**src/rtl/sine_sample_gen.sv**
```systemverilog
// Sine sample generator: 16-point symmetric LUT, one registered sample every hold+1 clocks.
// No backpressure; en low parks the generator in IDLE, phase_clr restarts the phase and divider.
module sine_sample_gen #(
  parameter int SAMPLE_W = 8,
  parameter int HOLD_W   = 16
) (
  input  logic                       clk,
  input  logic                       rst_n,
  input  logic                       en,
  input  logic                       phase_clr,
  input  logic [1:0]                 phase_step,
  input  logic [HOLD_W-1:0]          hold_cycles,
  output logic signed [SAMPLE_W-1:0] sample,
  output logic                       sample_valid,
  output logic [3:0]                 phase,
  output logic                       wrap
);

  typedef enum logic {IDLE = 1'b0, RUN = 1'b1} state_t;

  // Quarter-wave amplitudes: round(sin(k*22.5deg) * (2^(W-1)-1)), sines held as Q0.30.
  localparam longint AMP  = (64'sd1 <<< (SAMPLE_W - 1)) - 64'sd1;
  localparam longint HALF = 64'sd1 <<< 29;
  localparam longint Q1_L = (AMP * 64'sd410903207 + HALF) >>> 30;
  localparam longint Q2_L = (AMP * 64'sd759250125 + HALF) >>> 30;
  localparam longint Q3_L = (AMP * 64'sd992008094 + HALF) >>> 30;
  localparam logic [SAMPLE_W-1:0] Q1 = Q1_L[SAMPLE_W-1:0];
  localparam logic [SAMPLE_W-1:0] Q2 = Q2_L[SAMPLE_W-1:0];
  localparam logic [SAMPLE_W-1:0] Q3 = Q3_L[SAMPLE_W-1:0];
  localparam logic [SAMPLE_W-1:0] Q4 = AMP[SAMPLE_W-1:0];

  state_t                     state, state_nxt;
  logic [HOLD_W-1:0]          div;
  logic [HOLD_W-1:0]          hold_lat;
  logic                       emit;
  logic [4:0]                 phase_sum;
  logic [2:0]                 qidx;
  logic [SAMPLE_W-1:0]        mag;
  logic signed [SAMPLE_W-1:0] lut_val;

  assign phase_sum = {1'b0, phase} + {3'b000, phase_step};

  // Odd quadrants walk the quarter table backwards; the upper half is negated.
  always_comb begin
    qidx = phase[2] ? (3'd4 - {1'b0, phase[1:0]}) : {1'b0, phase[1:0]};
    case (qidx)
      3'd0:    mag = '0;
      3'd1:    mag = Q1;
      3'd2:    mag = Q2;
      3'd3:    mag = Q3;
      default: mag = Q4;
    endcase
    lut_val = phase[3] ? -$signed(mag) : $signed(mag);
  end

  always_ff @(posedge clk or negedge rst_n) begin
    if (!rst_n) state <= IDLE;
    else        state <= state_nxt;
  end

  always_comb begin
    state_nxt = state;
    emit      = 1'b0;
    case (state)
      IDLE: if (en) state_nxt = RUN;
      RUN: begin
        if (!en)                                  state_nxt = IDLE;
        else if (!phase_clr && div == hold_lat)   emit = 1'b1;
      end
      default: state_nxt = IDLE;
    endcase
  end

  always_ff @(posedge clk or negedge rst_n) begin
    if (!rst_n) begin
      div          <= '0;
      hold_lat     <= '0;
      phase        <= '0;
      sample       <= '0;
      sample_valid <= 1'b0;
      wrap         <= 1'b0;
    end else begin
      sample_valid <= emit;
      wrap         <= emit & phase_sum[4];
      if (state == IDLE && en) hold_lat <= hold_cycles;
      if (phase_clr) begin
        phase <= '0;
        div   <= '0;
      end else if (state == IDLE) begin
        if (en) div <= '0;
      end else if (en) begin
        if (emit) begin
          div    <= '0;
          sample <= lut_val;
          phase  <= phase_sum[3:0];
        end else begin
          div <= div + 1'b1;
        end
      end
    end
  end

endmodule

```
**config.mk**
```make
export PLATFORM = sky130hd
export DESIGN_NAME = sine_sample_gen
export DESIGN_NICKNAME = d
export VERILOG_FILES = /design/src/rtl/sine_sample_gen.sv
export SDC_FILE = /design/constraint.sdc
export NUM_CORES = 1
export LEC_CHECK = 0
export CAP_MARGIN = 5
export CORE_MARGIN = 5
export CORE_UTILIZATION = 56
export DETAILED_ROUTE_END_ITERATION = 10
export HOLD_SLACK_MARGIN = 0.1
export PLACE_DENSITY = 0.9
export SYNTH_ARGS = -nofsm -noshare
export SYNTH_HDL_FRONTEND = slang
export SYNTH_SLANG_ARGS = --single-unit
```
**constraint.sdc**
```tcl
create_clock -name clk -period 2.4 [get_ports clk]
set_input_delay 0.48 -clock clk [delete_from_list [all_inputs] [get_ports clk]]
set_output_delay 0.48 -clock clk [all_outputs]
set_load 0.02 [all_outputs]
```
==> results of run 1 <==
[per-layer routing]
layer  up-vias  wire, µm  track usage (%)
met1      1173      2715            27.14
li1       1160         -                -
met5         -         0                0
met2       119      3530            40.97
met4         0       248            9.966
met3        33       427            3.215
[worst reg2reg max path: stages, from the launching register on]
cell	delay, ns
dfrtp_1	0.49
xor2_1	0.24
nor4_4	0.39
nand3_2	0.21
or2_4	0.35
mux2_1	0.33
[placed cells by master (no fill, tap or decap), types with 4 or more instances in the layout]
master / Yosys / final
dfrtp_1: 47 / 47
clkdlybuf4s50_1: 0 / 34
nand2_1: 23 / 23
buf_4: 0 / 19
o21ai_1: 17 / 17
xor2_1: 16 / 16
mux2_2: 16 / 16
o21ai_0: 16 / 16
nor2_1: 13 / 13
nor3_1: 11 / 11
nand3_1: 11 / 11
inv_1: 10 / 10
a21oi_1: 9 / 9
nor4_1: 7 / 7
nand4_1: 6 / 6
clkbuf_8: 0 / 6
o211ai_1: 5 / 5
ha_1: 5 / 5
nand3b_1: 4 / 4
mux2_1: 4 / 4
a211oi_1: 4 / 4
mux2i_1: 4 / 4
nand2b_1: 4 / 4
[worst max-delay path by stage]
stage / start / endpoint / slack [ns] / cells after the start
2_1_floorplan: phase[0]$_DFFE_PN0P_ / sample[2]$_DFFE_PN0P_ / 0.26 / 8
3_3_place_gp: phase_clr / sample[6]$_DFFE_PN0P_ / 0.18 / 6
3_5_place_dp: phase_clr / sample[1]$_DFFE_PN0P_ / 0.15 / 6
4_1_cts: div[6]$_DFFE_PN0P_ / sample[6]$_DFFE_PN0P_ / 0.29 / 5
5_1_grt: phase[0]$_DFFE_PN0P_ / sample[2]$_DFFE_PN0P_ / 0.08 / 7
6_report: div[6]$_DFFE_PN0P_ / sample[6]$_DFFE_PN0P_ / 0.27 / 5
[state kept, by name (all words and copies together) (netlist names)]
register / cells
div: 16
hold_lat: 16
phase: 4
sample: 8
sample_valid: 1
state: 1
wrap: 1
[report_power, final]
group | switching, W | internal, W | total, W | leakage (nW)
Combinational | 0.000117 | 0.000111 | 0.000228 | 0.773
Clock | 0.000269 | 0.000337 | 0.000606 | 0.0612
Sequential | 0.0000340 | 0.000833 | 0.000867 | 0.618
Total | 0.000421 | 0.00128 | 0.00170 | 1.45
[per-stage QoR]
step / util, % / instance area (µm²) / total power, W / cells
after detailed placement: 66.78 / 3346 / 0.001112 / 400
after CTS: 69.13 / 3463 / 0.001712 / 408
final: 69.13 / 3463 / 0.001702 / 408
after global routing: 69.13 / 3463 / 0.001761 / 408
after global placement: 66.78 / 3346 / 0.001100 / 400
after floorplan: - / 2836 / 0.001003 / 293
[layout make-up]
type / count / area share [%]
Clock inverter: 2 / 1.012
Multi-Input combinational cell: 218 / 44.36
Sequential cell: 47 / 33.96
Timing Repair Buffer: 55 / 14.67
Clock buffer: 6 / 2.384
Inverter: 10 / 1.084
Tap cell: 70 / 2.529
[kinds of logic (layout without fill, tap and decap cells)]
logic type,after synthesis,count (layout),share of synthesized area (%)
and+or+nand+nor,98,98,19.98
AOI/OAI and AO/OA,70,70,15.31
DFF,47,47,41.46
buffers and inverters,28,73,4.367
muxes,26,26,10.41
xor gates and xnor gates,18,18,5.558
adders and majority gates,6,6,2.911
==> flow_summary.ini, run 1 <==
[sta]
slew-limit-headroom_pct = 60.96
finClkSkew_ns = 0.006321
fin_crit_ns = 2.133
finalHoldViolCount = 0
finalMaxSlewViolations = 0
setup_violations = 0
rsz0062_at_grt = false
tns_ns = 0
fin_ws_ns = 0.2665
fmax_mhz = 468.7
tightest_slew_ns = 0.5834
holdWs_ns = 0.1264
period_share_pct = 88.89

[power_and_ir_drop]
ir_drop_uv = 316.7
power.density_nw_per_um2 = 491.5
power.leakage_nw = 1.452

[placement]
globalplace.congestion = 0.9883
numPortBuffers = 35
hpwl_um = 5278
place_ws_ns = 0.1451

[yosys]
ys_ff_latch = 47
syn-cell-area_um2 = 2836
yosysWarnings = 0
yosysSeqAreaShare_pct = 41.46
synth_commonest_cells = dfrtp_1 (47), nand2_1 (23), o21ai_1 (17)
ys_top_cells_by_area = dfrtp_1 (41%), mux2_2 (6.4%), xor2_1 (4.9%)
synthFlopType = dfrtp_1
avgSynthCellArea_um2 = 9.681
postSynthCellCount = 293
synth_top_area_share_pct = 41.46
synthMostInstantiatedCell = dfrtp_1
yosys.cell_types.count = 51
synth-edff-count = 0
synth_top_cell_by_area = dfrtp_1
ys_async_sr_fraction_pct = 100.0
synth_nets = 321

[worst_setup_path]
crit_path_max_incr_delay_ns = 0.49
r2r-start = div[6]$_DFFE_PN0P_
rrSetupSlack_ns = 0.27
worst_path_max_delay_cell = dfrtp_1
worstPathCellList = xor2_1 -> nor4_4 -> nand3_2 -> or2_4 -> mux2_1
path_buf_inv = 0
crit_path_max_fanout = 12
cp_top_family = simple AND/OR/NAND/NOR gates
cp.required_ns = 2.59
critical_path_class = reg2reg
cp-end-kind = flip-flop
r2r_cells = 5
cp.arrival_ns = 2.32
timing.rr.end = sample[6]$_DFFE_PN0P_
cp-start-kind = flip-flop

[clock_tree]
cts_buffer_depth = 2
cts_hold_buf = 0
cts_setup_buffers = 0
htreeDepth = 2
cts-resized-gates = 0
clk_pin_slew_ns = 0.09
root_buffer = clkbuf_8
cts_buffers = 5
cts_tree = built
worstSkewPairLatency_ns = 0.30
cts_num_sinks = 47

[die]
start_util_pct = 56.62
row_count = 26
dieArea_um2 = 6589
dieWidth_um = 81.17
core-area_um2 = 5010
dieHeight_um = 81.17
pin_count = 36

[cells_and_area]
final_nets = 365
fillers = 418
areaGrowthSynthToFinish_pct = 22.10
multi_input_area_um2 = 1536
layout-drive-gt1-share_pct = 16.27
num_antenna_cells = 0
register_area_um2 = 1176

[drt]
drt-pass1-iter-count = 4
dr_total_vias = 2485
initialDrtViolationCount = 177
vias_per_cell = 6.091
routed_wl_um = 6922
drc_errors = 0
detail-route-antenna-nets = 0
post_drt_wl_per_cell_um = 16.97

[global_routing]
track_usage_pct = 22.87
grt_max_degree = 48
antenna_found_initial = 0
grt_pass1_wl_um = 11650
grt_overflow_total = 0
grt_pass1_vias = 2496

[status]
status = complete, no violations

[run]
max_cap_violations = 0

[min_path]
hp-class = in2async
No activity file was read; power rests on OpenSTA's default activity.
==> run 2, diff against run 1 <==
--- a/config.mk
+++ b/config.mk
@@ -8,6 +8,7 @@
 export CAP_MARGIN = 5
 export CORE_MARGIN = 5
 export CORE_UTILIZATION = 56
+export CTS_CLUSTER_DIAMETER = 40
 export DETAILED_ROUTE_END_ITERATION = 10
 export HOLD_SLACK_MARGIN = 0.1
 export PLACE_DENSITY = 0.9
==> results of run 2 <==
The final DEF is identical to that of run 1; final timing and power are the same.
==> run 3, diff against run 2 <==
--- a/config.mk
+++ b/config.mk
@@ -8,6 +8,7 @@
 export CAP_MARGIN = 5
 export CORE_MARGIN = 5
 export CORE_UTILIZATION = 56
+export CTS_BUF_LIST = sky130_fd_sc_hd__clkbuf_4 sky130_fd_sc_hd__clkbuf_8 sky130_fd_sc_hd__clkbuf_16
 export CTS_CLUSTER_DIAMETER = 40
 export DETAILED_ROUTE_END_ITERATION = 10
 export HOLD_SLACK_MARGIN = 0.1
==> results of run 3 <==
The final DEF is identical to that of run 1; final timing and power are the same.
